## config.mk

```make
export PLATFORM = sky130hd
export DESIGN_NAME = uart_tx_fifo
export DESIGN_NICKNAME = d
export VERILOG_FILES = /design/src/rtl/uart_pkg.sv /design/src/rtl/sync_fifo.sv /design/src/rtl/uart_tx_fifo.sv
export SDC_FILE = /design/constraint.sdc
export NUM_CORES = 1
export LEC_CHECK = 0
export ABC_CLOCK_PERIOD_IN_PS = 4500
export BUFFER_PORTS_ARGS = -buffer_cell sky130_fd_sc_hd__buf_2
export CAP_MARGIN = 40
export CORE_ASPECT_RATIO = 0.8
export CORE_MARGIN = 1
export CORE_UTILIZATION = 30
export DETAILED_ROUTE_END_ITERATION = 16
export HOLD_SLACK_MARGIN = 0.03
export SETUP_SLACK_MARGIN = 0.2
export SYNTH_ARGS = -nofsm -noshare
export SYNTH_HDL_FRONTEND = slang
export SYNTH_SLANG_ARGS = --single-unit
```

## constraint.sdc

```tcl
create_clock -name clk -period 4.5 [get_ports clk]
set_input_delay 0.225 -clock clk [delete_from_list [all_inputs] [get_ports clk]]
set_output_delay 0.225 -clock clk [all_outputs]
set_load 0.1 [all_outputs]
```

## src/rtl/uart_pkg.sv

```systemverilog
// Shared UART types and helpers used by the transmitter (and later the receiver).
package uart_pkg;

  typedef enum logic [1:0] {
    PAR_NONE = 2'd0,
    PAR_ODD  = 2'd1,
    PAR_EVEN = 2'd2
  } parity_e;

  typedef enum logic [2:0] {
    IDLE,
    START,
    DATA,
    PARITY,
    STOP
  } tx_state_e;

  function automatic int unsigned clks_per_bit(input int unsigned freq, input int unsigned baud);
    return freq / baud;
  endfunction

endpackage

```

## src/rtl/sync_fifo.sv

```systemverilog
// Single-clock FIFO with show-ahead read data; full/empty derived from the occupancy count.
module sync_fifo #(
  parameter int unsigned WIDTH = 8,
  parameter int unsigned DEPTH = 4
) (
  input  logic                     clk,
  input  logic                     reset,
  input  logic                     wr_en,
  input  logic [WIDTH-1:0]         wr_data,
  input  logic                     rd_en,
  output logic [WIDTH-1:0]         rd_data,
  output logic [$clog2(DEPTH):0]   count,
  output logic                     full,
  output logic                     empty
);

  localparam int unsigned AW = $clog2(DEPTH);

  logic [WIDTH-1:0] mem [DEPTH];
  logic [AW-1:0]    wr_ptr;
  logic [AW-1:0]    rd_ptr;
  logic             do_wr;
  logic             do_rd;

  assign full    = (count == (AW+1)'(DEPTH));
  assign empty   = (count == '0);
  assign do_wr   = wr_en && !full;
  assign do_rd   = rd_en && !empty;
  assign rd_data = mem[rd_ptr];

  always_ff @(posedge clk) begin
    if (do_wr) mem[wr_ptr] <= wr_data;
  end

  always_ff @(posedge clk) begin
    if (reset) begin
      wr_ptr <= '0;
      rd_ptr <= '0;
      count  <= '0;
    end else begin
      if (do_wr) wr_ptr <= wr_ptr + AW'(1);
      if (do_rd) rd_ptr <= rd_ptr + AW'(1);
      case ({do_wr, do_rd})
        2'b10:   count <= count + (AW+1)'(1);
        2'b01:   count <= count - (AW+1)'(1);
        default: count <= count;
      endcase
    end
  end

endmodule

```

## src/rtl/uart_tx_fifo.sv

```systemverilog
// UART transmitter with a transmit FIFO; frame format fixed at elaboration.
module uart_tx_fifo #(
  parameter int unsigned CLK_FREQ_HZ = 100_000_000,
  parameter int unsigned BAUD        = 9600,
  parameter int unsigned DATA_BITS   = 8,
  parameter int unsigned PARITY      = 0,
  parameter int unsigned STOP_BITS   = 1,
  parameter int unsigned FIFO_DEPTH  = 4
) (
  input  logic                          clk,
  input  logic                          reset,
  input  logic                          s_valid,
  output logic                          s_ready,
  input  logic [DATA_BITS-1:0]          s_data,
  output logic                          TxD,
  output logic                          busy,
  output logic [$clog2(FIFO_DEPTH):0]   fifo_count
);

  import uart_pkg::*;

  localparam int unsigned CPB   = clks_per_bit(CLK_FREQ_HZ, BAUD);
  localparam int unsigned CW    = (CPB > 1) ? $clog2(CPB) : 1;
  localparam parity_e     PMODE = parity_e'(PARITY[1:0]);

  tx_state_e            state;
  logic [CW-1:0]        baud_cnt;
  logic [3:0]           bit_idx;
  logic [DATA_BITS-1:0] shift;
  logic                 par_bit;
  logic [DATA_BITS-1:0] head;
  logic                 fifo_full;
  logic                 fifo_empty;
  logic                 push;
  logic                 pop;
  logic                 bit_end;
  logic                 last_stop;

  assign s_ready   = !fifo_full;
  assign push      = s_valid && s_ready;
  assign bit_end   = (baud_cnt == CW'(CPB - 1));
  assign last_stop = (state == STOP) && bit_end && (bit_idx == 4'(STOP_BITS - 1));
  // Popping on the final stop cycle lets the next start bit follow with no idle gap.
  assign pop       = !fifo_empty && ((state == IDLE) || last_stop);
  assign busy      = (state != IDLE) || !fifo_empty;

  sync_fifo #(
    .WIDTH (DATA_BITS),
    .DEPTH (FIFO_DEPTH)
  ) u_fifo (
    .clk     (clk),
    .reset   (reset),
    .wr_en   (push),
    .wr_data (s_data),
    .rd_en   (pop),
    .rd_data (head),
    .count   (fifo_count),
    .full    (fifo_full),
    .empty   (fifo_empty)
  );

  always_ff @(posedge clk) begin
    if (reset) begin
      state    <= IDLE;
      baud_cnt <= '0;
      bit_idx  <= '0;
      shift    <= '0;
      par_bit  <= 1'b0;
      TxD      <= 1'b1;
    end else begin
      // Held at zero in IDLE and wrapped at each bit end, so every state entry starts at zero.
      baud_cnt <= ((state == IDLE) || bit_end) ? '0 : baud_cnt + CW'(1);

      if (pop) begin
        shift   <= head;
        par_bit <= (PMODE == PAR_EVEN) ? ^head : ~^head;
      end

      case (state)
        IDLE: begin
          if (pop) begin
            state   <= START;
            bit_idx <= '0;
          end
        end
        START: begin
          if (bit_end) begin
            state   <= DATA;
            bit_idx <= '0;
          end
        end
        DATA: begin
          if (bit_end) begin
            shift <= shift >> 1;
            if (bit_idx == 4'(DATA_BITS - 1)) begin
              bit_idx <= '0;
              state   <= (PMODE == PAR_NONE) ? STOP : uart_pkg::PARITY;
            end else begin
              bit_idx <= bit_idx + 4'd1;
            end
          end
        end
        uart_pkg::PARITY: begin
          if (bit_end) begin
            state   <= STOP;
            bit_idx <= '0;
          end
        end
        STOP: begin
          if (bit_end) begin
            if (bit_idx == 4'(STOP_BITS - 1)) begin
              bit_idx <= '0;
              state   <= pop ? START : IDLE;
            end else begin
              bit_idx <= bit_idx + 4'd1;
            end
          end
        end
        default: state <= IDLE;
      endcase

      case (state)
        START:            TxD <= 1'b0;
        DATA:             TxD <= shift[0];
        uart_pkg::PARITY: TxD <= par_bit;
        default:          TxD <= 1'b1;
      endcase
    end
  end

endmodule

```

## Word level (Yosys, flattened, before mapping)

Memories as Yosys holds them, arrays and structs flattened. A register that Yosys moved wholly into a read port is not among the register bits.
Index checks and enable logic that the tools add are counted.

| word-level totals | value |
|---|---|
| output and inout port bits | 6 |
| logic and storage cells | 80 |
| input bits | 11 |
| register bits after elaboration | 38 |
| memories | 1 |
| latch bits | 0 |
| memory bits (read-only) | 0 |
| RAM bits | 32 |

| cells by class | value |
|---|---|
| shift operators | 0 |
| divide/modulo/power cells | 0 |
| bitwise logic cells | 0 |
| $lt $le $gt $ge | 0 |
| $add $sub $neg | 6 |
| equal/unequal tests | 17 |
| muxes and demuxes | 25 |
| reductions and logical operators | 22 |
| $mul | 0 |

Memories:

| name | depth | bits a word | read ports | clocked after memory_dff | write ports | RTL line | text |
|---|---|---|---|---|---|---|---|
| u_fifo.mem | 4 | 8 | 1 | 1 | 1 | sync_fifo.sv:19 | `logic [WIDTH-1:0] mem [DEPTH];` |

Operators with widths:

| kind | number |
|---|---|
| $mux W4 | 6 |
| $mux W8 | 3 |
| $mux W3 | 7 |
| $pmux W4 S4 | 1 |
| $pmux W3 S5 | 1 |
| $add A14 B1 Y14 const B | 1 |
| $eq A14 B14 Y1 const B | 1 |
| $ne A2 B2 Y1 const B | 6 |
| $reduce_xnor A8 Y1 | 1 |
| $reduce_and A7 Y1 | 1 |
| $eq A3 B2 Y1 const B | 2 |
| $eq A3 B3 Y1 const B | 2 |
| $logic_and A1 B1 Y1 | 6 |
| $logic_not A3 Y1 | 2 |
| $pmux W3 S2 | 1 |
| $reduce_and A5 Y1 | 1 |
| $add A2 B1 Y2 const B | 2 |
| $add A4 B1 Y4 const B | 1 |
| $eq A4 B3 Y1 const B | 1 |
| $logic_not A4 Y1 | 1 |
| $mux W2 | 2 |
| $ne A2 B1 Y1 const B | 2 |
| $reduce_bool A4 Y1 | 1 |
| $reduce_or A2 Y1 | 2 |
| 11 further kinds | 16 |

## Depth between registers and ports, before layout

Gate-level depths: netlist of run 1.

| logic depth | value |
|---|---|
| word-level depth | 9 |
| depth in mapped cells | 14 |
| depth with buffers taken out | 12 |

## Modules after synthesis

Synthesis of run 1 repeated with hierarchy kept, for this count alone.

| second synthesis, totals | value |
|---|---|
| cell total of the unflattened synthesis | 280 |
| area total of the unflattened synthesis | 3206.8 um^2 |

By module, submodules not included:

| module | cells each | instances | sequential area each (um^2) | area an instance (um^2) |
|---|---|---|---|---|
| sync_fifo | 96 | 1 | 1141.1 | 1630.3 |
| uart_tx_fifo | 184 | 1 | 620.6 | 1576.5 |

## Least setup slack after synthesis of run 1

OpenSTA, ideal clock, no wires.

| path | value |
|---|---|
| kind | reg2reg |
| from | register u_fifo.count[2] |
| to | register u_fifo.count[2] |
| cell stages (with the launch flop) | 10 |
| data required time | 4.430 ns |
| arrival time | 3.786 ns |
| library setup time | 0.070 ns |
| buffers on the path | 0 |
| slack | 0.643 ns |
| clock period less this slack | 3.857 ns |
| cell sequence | dfxtp_1 -> nand3_1 -> and2_1 -> inv_1 -> ha_1 -> inv_1 -> fa_1 -> xor2_1 -> or3_1 -> a21oi_1 |

| between the ends | value |
|---|---|
| word-level cells in the longest chain between the ends | 6 |
| elaborated cells between the ends (all ways) | 14 |
| those cells by class | add/sub: 2; eq/ne: 3; mux: 1; reduce/logical: 8 |

Ends and longest elaborated chain:

| element | RTL line | text |
|---|---|---|
| from (decl) | sync_fifo.sv:12 | `output logic [$clog2(DEPTH):0] count,` |
| from (signal assigned) | sync_fifo.sv:44 | `2'b10: count <= count + (AW+1)'(1);` |
| from (signal assigned) | sync_fifo.sv:45 | `2'b01: count <= count - (AW+1)'(1);` |
| from (signal assigned) | sync_fifo.sv:46 | `default: count <= count;` |
| $eq A3 B3 Y1 * | sync_fifo.sv:25 | `assign full = (count == (AW+1)'(DEPTH));` |
| $logic_not A1 Y1 * | uart_tx_fifo.sv:39 | `assign s_ready = !fifo_full;` |
| via s_ready | uart_tx_fifo.sv:13 | `output logic s_ready,` |
| $logic_and A1 B1 Y1 | uart_tx_fifo.sv:40 | `assign push = s_valid && s_ready;` |
| $logic_and A1 B1 Y1 * | sync_fifo.sv:27 | `assign do_wr = wr_en && !full;` |
| $eq A2 B1 Y1 or $eq A2 B2 Y1 (tied branches) | sync_fifo.sv:43 | `case ({do_wr, do_rd})` |
| $pmux W3 S2 or $reduce_bool A2 Y1 (tied branches) | n/a |  |

The timed path passes the listed nets; every way through them passes the cells marked *.
A chain may end at the register's enable or synchronous reset.

## Worst setup path after layout of run 1

| path | value |
|---|---|
| from | register baud_cnt[0] |
| to | register u_fifo.count[2] |

| between the ends | value |
|---|---|
| word-level cells in the longest chain between the ends | 8 |
| elaborated cells between the ends (all ways) | 10 |
| those cells by class | eq/ne: 3; mux: 1; reduce/logical: 6 |

Ends and longest elaborated chain:

| element | RTL line | text |
|---|---|---|
| from (decl) | uart_tx_fifo.sv:27 | `logic [CW-1:0] baud_cnt;` |
| from (signal assigned) | uart_tx_fifo.sv:72 | `baud_cnt <= ((state == IDLE) \|\| bit_end) ? '0 : baud_cnt + CW'(1);` |
| $eq A14 B14 Y1 * | uart_tx_fifo.sv:41 | `assign bit_end = (baud_cnt == CW'(CPB - 1));` |
| $logic_and A1 B1 Y1 * (2 in series) | uart_tx_fifo.sv:42 | `assign last_stop = (state == STOP) && bit_end && (bit_idx == 4'(STOP_BITS - 1));` |
| $logic_or A1 B1 Y1 * | uart_tx_fifo.sv:44 | `assign pop = !fifo_empty && ((state == IDLE) \|\| last_stop);` |
| $logic_and A1 B1 Y1 * | uart_tx_fifo.sv:44 |  |
| $logic_and A1 B1 Y1 * | sync_fifo.sv:28 | `assign do_rd = rd_en && !empty;` |
| via u_fifo.do_rd | sync_fifo.sv:23 | `logic do_rd;` |
| $eq A2 B1 Y1 or $eq A2 B2 Y1 (tied branches) | sync_fifo.sv:43 |  |
| $pmux W3 S2 or $reduce_bool A2 Y1 (tied branches) | n/a |  |

Marks and branches as above.

==> results of run 1 <==
[sequential cells by signal (all words and copies together) (netlist names), 2 cells and up, named ones only]
register,cells
baud_cnt,14
bit_idx,4
u_fifo.mem,32
state,3
u_fifo.wr_ptr,2
shift,8
u_fifo.rd_ptr,2
u_fifo.count,3
[metal layers]
metal,wire length [µm],up-vias,track usage
met5,0,-,0
met4,37,0,0.0411
met3,210,5,0.0394
met2,2420,27,0.167
met1,2800,949,0.149
li1,-,996,-
[path summary, 6_finish.rpt]
kind	end	slack, ps	depth (start not counted)
worst max-delay path	u_fifo.count[2]$_SDFFE_PP0P_	1360	11
worst min-delay path	u_fifo.mem[0][3]$_DFFE_PP_	110	1
worst min register to register	baud_cnt[0]$_SDFF_PP0_	440	1
worst max register to register	u_fifo.count[2]$_SDFFE_PP0P_	1360	11
[kinds of logic after synthesis]
| group | synth area share |
|---|---|
| and+or+nand+nor | 0.153 |
| adders and majority gates | 0.0380 |
| DFF | 0.558 |
| muxes | 0.0856 |
| AOI/OAI and AO/OA | 0.0709 |
| buffers and inverters | 0.0341 |
| xor gates and xnor gates | 0.0610 |
[where the power goes]
| group | internal (mW) | switching [mW] |
|---|---|---|
| registers | 0.780 | 0.0768 |
| logic | 0.275 | 0.436 |
| clock network | 0.426 | 0.249 |
| total | 1.48 | 0.761 |
[synthesized netlist by cell type, types with 9 or more instances]
| library cell | n |
|---|---|
| a21oi_1 | 13 |
| and3_1 | 11 |
| dfxtp_1 | 40 |
| edfxtp_1 | 32 |
| inv_1 | 12 |
| mux2i_1 | 9 |
| nand2_1 | 10 |
| nor2_1 | 30 |
| xnor2_1 | 14 |
[cell usage in the layout, fill, tap and decap left out, drive strengths merged]
cell type / instances
nand4: 1
clkbuf: 12
fa: 1
or2: 2
dfxtp: 40
a2111o: 1
inv: 12
clkinvlp: 1
xor2: 8
mux4: 8
xnor2: 14
or3b: 1
o32ai: 1
clkinv: 2
o31ai: 1
nor3: 1
nor2: 30
nand3b: 2
o22a: 2
and2: 4
nand3: 8
mux2i: 9
and3b: 1
bufinv: 1
a22oi: 1
o21ai: 8
and3: 11
nor2b: 2
edfxtp: 32
nand2b: 1
or3: 8
o22ai: 1
nor3b: 2
and4bb: 2
a211oi: 8
nand4b: 2
buf: 16
ha: 8
nand2: 10
a21oi: 13
[metrics by stage]
stage          total power, mW  setup WS, ps  hold slack (ps)  instance area (µm²)  cells
6_report                  2.24          1360              109                 3630    428
3_5_place_dp              1.59          1360              437                 3350    412
3_3_place_gp              1.58          1420              423                 3350    412
4_1_cts                   2.28          1330             96.3                 3630    428
5_1_grt                   2.38          1170              105                 3630    428
2_1_floorplan             1.48           643              324                 3160    269
[critical path, cell delays in order (launching register included)]
cell	delay (ps)
dfxtp_1	340
ha_1	210
and3_1	250
nand4_4	180
a2111o_1	720
inv_1	130
ha_1	180
inv_1	60
fa_1	370
xor2_1	180
or3_1	300
a21oi_1	140
[final cells by class]
type                    count  area [µm²]
well taps                 140         175
inverters                  12        45.0
clock buffers              12         236
multi-input cells         172        1290
repair buffers             16        80.1
flip-flops and latches     72        1760
clock inverters             4        46.3
fillers                  1044        6610
==> impl_metrics.csv, run 1 <==
group,metric,value,unit
placement,portBuffers,16,
clocking,cts_hold_buf,0,
routing,drc_errors,0,
worst_hold_path,hp-class,"input pin to flop",
routing,ant_nets,0,
clocking,clock_path_buffers,2,
logic_synthesis,ys_warn_count,0,
logic_synthesis,netlist_instances,269,
logic_synthesis,synth_area_leaders,"edfxtp_1 30%, dfxtp_1 25%, mux4_2 5.7%, xnor2_1 3.9%, nor2_1 3.6%",
routing,routed_wl,5470,µm
die,die-area,10900,µm²
status,status,"completed",
flow_run,maxCapViolations,0,
worst_setup_path,cp-start-kind,"flop",
logic_synthesis,synth_edf_count,32,
final_layout,area_growth,15.1,%
routing,first_iter_violations,67,
clocking,clock_sinks,72,
worst_setup_path,r2r-start,"baud_cnt[0]$_SDFF_PP0_",
final_layout,fin_util,0.355,
logic_synthesis,syn_area,3160,µm²
logic_synthesis,yosysSeqAreaShare,0.558,
die,start_util,0.308,
clocking,clk_pin_slew,50,ps
logic_synthesis,syn_nets,289,
grt,grt_pass1_vias,1909,
clocking,numCtsBuffers,9,
timing,finalSetupViolCount,0,
worst_setup_path,cp-end-kind,"flop",
grt,grt_start_max_net_pins,28,
worst_setup_path,cp-startpoint,"baud_cnt[0]$_SDFF_PP0_",
worst_setup_path,crit_type,"flop to flop",
timing,slew_headroom,0.582,
timing,skew,5.11,ps
timing,fmax,318,MHz
timing,tightest_slew,628,ps
placement,place_congestion,0.748,
timing,hold_violations,0,
timing,slew_viol_final,0,
routing,route.detailed.vias_per_inst,4.62,
timing,min_period,3140,ps
die,io-pin-count,17,
routing,drt_pass1_iterations,4,
logic_synthesis,synth.distinct_cells,41,
final_layout,nets,303,
routing,vias,1977,
clocking,clk_latency,330,ps
die,row_count,33,
die,core,10200,µm²
clocking,cts_resized,0,
final_layout,drive_above_1_share,0.142,
clocking,cts_tree,"done",
clocking,clockRootBuffer,"clkbuf_16",
timing,finalCritPeriodShare,0.699,
placement,dp_hpwl,3600,µm
timing,tns,0,ps
clocking,cts_setup_buffers,0,
clocking,htree_num_levels,3,
logic_synthesis,syn_area_per_cell,11.7,µm²
worst_setup_path,critPathArrivalTime,3400,ps
timing,rsz0062_at_grt,"no",
grt,grt_usage,0.112,
grt,grt.overflow.total,0,
grt,antenna_found_initial,0,
final_layout,num_antenna_cells,0,
logic_synthesis,synth_top_area_cell,"edfxtp_1",
logic_synthesis,synth_flop_cell,"dfxtp_1",
grt,grt_first_pass_wirelength,9120,µm
worst_setup_path,crit_path_max_fanout,15,
worst_setup_path,critical_path_required,4760,ps
logic_synthesis,synth_top_area_share,0.304,
die,die_height,93.8,µm
power_and_ir_drop,power.density,617,nW/µm²
routing,avgRoutedWirePerCell,12.8,µm
power_and_ir_drop,p_leak,1.32,nW
power_and_ir_drop,ir_worst_vdd,0.000256,V
worst_hold_path,min_from,"s_data[3]",
logic_synthesis,synthArstFlopShare,0,
logic_synthesis,ys_ff_latch,72,
die,die-width,117,µm
(Power assumes the default switching activity.)
==> run 2: changes to the inputs <==
Settings changed: ABC_CLOCK_PERIOD_IN_PS 4500 to 3000.
Clock period 4.5 ns to 3 ns, I/O delays scaled along.
==> run 2 against run 1 <==
The flow now finishes with violations (DRC). Maximum frequency is 16% higher. Sequential power is 51% higher. Clock power grew 60%. Largest power group unchanged. Utilization is 1.5 points higher. Die area unchanged. Count of clock-buffer cells in the layout down 3. Combinational power grew 58%. Worst hold slack lost 71 ps. Via count grew 0.81%.
==> impl_metrics.csv, run 2 (synthesis gave the netlist of run 1 again) <==
group,metric,value,unit
die,start_util,0.308,
worst_setup_path,cp-end-kind,"flop",
final_layout,largest_reg_flops,32,
flow_run,maxCapViolations,0,
clocking,cts_tree,"done",
timing,hold_violations,0,
final_layout,num_antenna_cells,0,
worst_setup_path,max_stage_delay,450,ps
placement,portBuffers,16,
grt,grt_pass1_vias,1917,
power_and_ir_drop,p_leak,1.37,nW
clocking,clockRootBuffer,"clkbuf_16",
worst_setup_path,path_cells,"ha_4, and3_4, nand4_4, a2111o_1, inv_1, ha_2, inv_1, fa_1, xor2_1, or3_1, a21oi_1",
die,io-pin-count,17,
routing,ant_nets,0,
status,violations,"DRC",
timing,tns,0,ps
die,die-width,117,µm
worst_setup_path,ff2ff_setup_slack,290,ps
grt,antenna_found_initial,0,
worst_setup_path,cpMaxStageDelayCell,"a2111o_1",
clocking,numCtsBuffers,9,
clocking,htree_num_levels,3,
routing,vias,1993,
final_layout,largest-register,"u_fifo.mem",
final_layout,mostFrequentLayoutCells,"36 x dfxtp_1, 32 x edfxtp_1, 30 x nor2_1",
worst_hold_path,min_path_cells,1,
timing,tightest_slew,574,ps
timing,fmax,369,MHz
worst_hold_path,hp-class,"input pin to flop",
worst_setup_path,crit_path_max_fanout,5,
timing,finalCritPeriodShare,0.904,
die,row_count,33,
worst_hold_path,holdPathEnd,"u_fifo.mem[1][4]$_DFFE_PP_",
worst_setup_path,r2r_end,"u_fifo.count[2]$_SDFFE_PP0P_",
timing,slew_headroom,0.616,
final_layout,area_growth,19.8,%
timing,skew,6.52,ps
clocking,clock_path_buffers,2,
timing,rsz0062_at_grt,"no",
timing,finalSetupViolCount,0,
worst_setup_path,crit_type,"flop to flop",
routing,avgRoutedWirePerCell,13.1,µm
grt,grt.overflow.total,0,
routing,route.detailed.vias_per_inst,4.55,
grt,grt_first_pass_wirelength,9200,µm
clocking,clk_pin_slew,60,ps
clocking,clk_latency,330,ps
worst_setup_path,critPathArrivalTime,2970,ps
worst_setup_path,cp-startpoint,"baud_cnt[1]$_SDFF_PP0_",
die,core,10200,µm²
routing,drc_errors,2,
worst_setup_path,cp-start-kind,"flop",
placement,place_congestion,0.763,
power_and_ir_drop,p_total,3.49,mW
power_and_ir_drop,power.density,922,nW/µm²
placement,dp_hpwl,3830,µm
worst_setup_path,critical_path_required,3260,ps
timing,slew_viol_final,0,
final_layout,reg_top3,"u_fifo.mem: 32 flops, baud_cnt: 14 flops, shift: 8 flops",
worst_setup_path,reg2regPathDepth,11,
power_and_ir_drop,ir_worst_vdd,0.000363,V
clocking,clock_sinks,72,
timing,min_period,2710,ps
final_layout,final_common_cell,"dfxtp_1",
final_layout,drive_above_1_share,0.195,
status,status,"finished with violations",
routing,routed_wl,5720,µm
final_layout,nets,313,
worst_setup_path,r2r-start,"baud_cnt[1]$_SDFF_PP0_",
routing,drt_pass1_iterations,10,
worst_hold_path,min_from,"s_data[4]",
routing,first_iter_violations,67,
worst_setup_path,cpMostUsedCell,"inv_1",
die,die_height,93.8,µm
die,die-area,10900,µm²
grt,grt_usage,0.113,
grt,grt_start_max_net_pins,28,
[run 2: changes by cell type in the layout (fill, tap and decap cells not counted), moves of 2 or more]
cell	previous run	this run
buf_4	0	5
clkbuf_1	3	0
dfxtp_1	40	36
dfxtp_2	0	4
dlygate4sd3_1	0	5
ha_1	8	6
inv_6	0	2
[run 2: metrics by stage]
| step | cell area (µm²) | hold WS (ps) | util | instances | setup slack [ps] |
|---|---|---|---|---|---|
| 2_1_floorplan | 3190 | 249 | - | 269 | 207 |
| 3_3_place_gp | 3380 | 365 | 0.331 | 413 | 385 |
| 3_5_place_dp | 3380 | 374 | 0.331 | 413 | 301 |
| 4_1_cts | 3740 | 37.0 | 0.365 | 434 | 266 |
| 5_1_grt | 3780 | 32.7 | 0.370 | 438 | 153 |
| 6_report | 3780 | 38.1 | 0.370 | 438 | 288 |
[run 2: metal layers]
metal	global-route usage	vias to the layer above	routed length, µm
met5	0	-	0
met4	0.0443	0	82
met3	0.0374	11	249
met2	0.173	36	2520
met1	0.145	933	2860
li1	-	1013	-
[run 2: worst max path at each step]
stage | slack (ps) | cells past startpoint | endpoint
after floorplan | 210 | 13 | u_fifo.count[2]$_SDFFE_PP0P_
after global placement | 390 | 11 | u_fifo.count[2]$_SDFFE_PP0P_
after detailed placement | 300 | 12 | u_fifo.count[2]$_SDFFE_PP0P_
after CTS | 270 | 11 | u_fifo.count[2]$_SDFFE_PP0P_
after global routing | 150 | 11 | u_fifo.count[2]$_SDFFE_PP0P_
final | 290 | 11 | u_fifo.count[2]$_SDFFE_PP0P_
[run 2: repair_timing]
action                                 CTS  global route
setup endpoints to repair                0             1
buffers inserted                         0             4
endpoints found under the hold margin   17             0
resized for setup                        0             3
hold buffers                             5             0
[run 2: cell type report]
type / instances / area, µm²
clock buffer: 9 / 225
clock inverter: 7 / 78.8
fill: 1018 / 6450
inverter: 12 / 45.0
multi-input combinational: 172 / 1330
sequential: 72 / 1770
tap: 140 / 175
timing repair buffer: 26 / 168
[run 2: power breakdown]
part / total [mW] / switching (mW) / internal, mW
logic: 1.12 / 0.684 / 0.439
registers: 1.29 / 0.114 / 1.17
clock network: 1.08 / 0.427 / 0.653
[run 2: worst max-delay path, delay by kind of cell, from the launching register on]
| kind | cells | cell delay, ps |
|---|---|---|
| compound gates | 2 | 600 |
| xor+xnor | 1 | 180 |
| fa+ha+maj | 3 | 720 |
| buf+inv | 2 | 130 |
| flops | 1 | 370 |
| simple gates | 3 | 630 |
==> run 3: changes to the inputs <==
Settings changed: ABC_CLOCK_PERIOD_IN_PS 3000 to 2700, CELL_PAD_IN_SITES_DETAIL_PLACEMENT set to 1, CELL_PAD_IN_SITES_GLOBAL_PLACEMENT set to 2, HOLD_SLACK_MARGIN 0.03 to 0.06, PLACE_DENSITY_LB_ADDON set to 0.1.
Clock period 3 ns to 2.7 ns, I/O delays scaled along.
==> run 3 against run 2 <==
The flow now finishes without violations. Utilization up 0.42 points. Maximum frequency up 10%. Routed wire length up 9.8%. Sequential cell count unchanged. Critical path depth unchanged. Critical endpoint unchanged. Highest routed layer unchanged.
==> impl_metrics.csv, run 3 (synthesis gave the netlist of run 1 again) <==
group,metric,value,unit
status,status,"completed",
grt,grt_start_max_net_pins,28,
power_and_ir_drop,p_total,3.84,mW
power_and_ir_drop,ir_worst_vdd,0.000440,V
grt,antenna_found_initial,0,
die,row_count,33,
worst_setup_path,critPathArrivalTime,2710,ps
final_layout,num_antenna_cells,0,
worst_setup_path,cpMostUsedCell,"ha_4",
grt,grt.overflow.total,0,
routing,vias,2028,
placement,dp_hpwl,4350,µm
grt,grt_usage,0.129,
routing,ant_nets,0,
timing,rsz0062_at_grt,"yes",
timing,slew_headroom,0.556,
final_layout,area_growth,21.2,%
final_layout,reg_top3,"u_fifo.mem: 32 flops, baud_cnt: 14 flops, shift: 8 flops",
worst_setup_path,ff2ff_setup_slack,240,ps
timing,tns,0,ps
clocking,cts_tree,"done",
final_layout,drive_above_1_share,0.209,
worst_setup_path,crit_buf_inv,2,
clocking,clock_path_buffers,2,
die,die_height,93.8,µm
grt,grt_first_pass_wirelength,10500,µm
final_layout,fill_cells,1135,
routing,drt_pass1_iterations,4,
final_layout,mostFrequentLayoutCells,"35 x dfxtp_1, 32 x edfxtp_1, 30 x nor2_1",
routing,avgRoutedWirePerCell,14.2,µm
timing,tightest_slew,664,ps
worst_setup_path,cpMaxStageDelayCell,"a2111o_1",
worst_setup_path,cp-end-kind,"flop",
power_and_ir_drop,power.density,1000,nW/µm²
clocking,htree_num_levels,3,
final_layout,largest-register,"u_fifo.mem",
die,die-width,117,µm
routing,route.detailed.vias_per_inst,4.59,
routing,first_iter_violations,77,
worst_setup_path,max_stage_delay,440,ps
worst_setup_path,path_cells,"ha_4, and3_4, nand4_4, a2111o_1, inv_4, ha_4, inv_2, fa_2, xor2_1, or3_1, a21oi_1",
routing,routed_wl,6280,µm
timing,finalCritPeriodShare,0.913,
timing,min_period,2460,ps
power_and_ir_drop,p_leak,1.38,nW
die,io-pin-count,17,
clocking,numCtsBuffers,9,
worst_setup_path,reg2regPathDepth,11,
final_layout,largest_reg_flops,32,
worst_setup_path,cp-start-kind,"flop",
worst_hold_path,hp-class,"input pin to flop",
worst_setup_path,crit_type,"flop to flop",
worst_setup_path,critical_path_required,2950,ps
final_layout,fin_cells,442,
routing,drc_errors,0,
final_layout,final_common_cell,"dfxtp_1",
timing,whs,265,ps
worst_hold_path,min_path_cells,2,
clocking,clockRootBuffer,"clkbuf_16",
placement,dp.cells,418,
timing,skew,6.74,ps
die,start_util,0.308,
die,core,10200,µm²
die,die-area,10900,µm²
grt,grt_pass1_vias,2116,
worst_setup_path,cp.depth,11,
timing,slew_viol_final,0,
timing,fmax,406,MHz
timing,finalSetupViolCount,0,
clocking,clk_latency,330,ps
clocking,clk_pin_slew,60,ps
placement,place_congestion,0.663,
final_layout,fin_util,0.374,
placement,portBuffers,16,
clocking,clock_sinks,72,
timing,hold_violations,0,
clocking,cts_setup_buffers,0,
worst_setup_path,crit_path_max_fanout,3,
worst_setup_path,crit_family,"adder cells",
final_layout,nets,317,
flow_run,maxCapViolations,0,
==> run 3: where the power goes <==
| group | switching (mW) | total, mW | internal (mW) |
|---|---|---|---|
| registers | 0.114 | 1.42 | 1.31 |
| clock network | 0.477 | 1.11 | 0.628 |
| logic | 0.788 | 1.31 | 0.519 |
| total | 1.38 | 3.84 | 2.46 |
==> run 3: final cells by class <==
type	instances	area [µm²]	area share
clock inverter	7	53.8	0.0141
clock buffer	9	225	0.0588
tap	140	175	0.0458
inverter	12	47.5	0.0124
sequential	72	1780	0.464
multi-input combinational	172	1350	0.351
timing repair buffer	30	205	0.0536
==> run 3: final timing paths <==
check	endpoint	start
min reg2reg	baud_cnt[0]$_SDFF_PP0_	baud_cnt[0]$_SDFF_PP0_
min	state[1]$_SDFFE_PP0P_	reset
max	u_fifo.count[2]$_SDFFE_PP0P_	baud_cnt[1]$_SDFF_PP0_
max reg2reg	u_fifo.count[2]$_SDFFE_PP0P_	baud_cnt[1]$_SDFF_PP0_
==> run 3: stage by stage <==
stage          cell area, µm²  setup WS (ps)
3_3_place_gp             3460            248
2_1_floorplan            3230           86.6
5_1_grt                  3830            108
3_5_place_dp             3460            182
6_report                 3830            235
4_1_cts                  3830            211
==> run 3: what timing repair did <==
item / in CTS / in global routing
hold buffers: 8 / 0
setup endpoints to repair: 1 / 1
hold endpoints to repair: 32 / 0
pin swaps: 1 / 1
gates resized for setup: 1 / 0
==> run 3: metal layers <==
metal,GRT usage,vias to the layer above,share of wire
met2,0.197,21,0.44
met1,0.171,983,0.51
li1,-,1015,-
met3,0.0426,9,0.029
met5,0,-,0
met4,0.0443,0,0.013
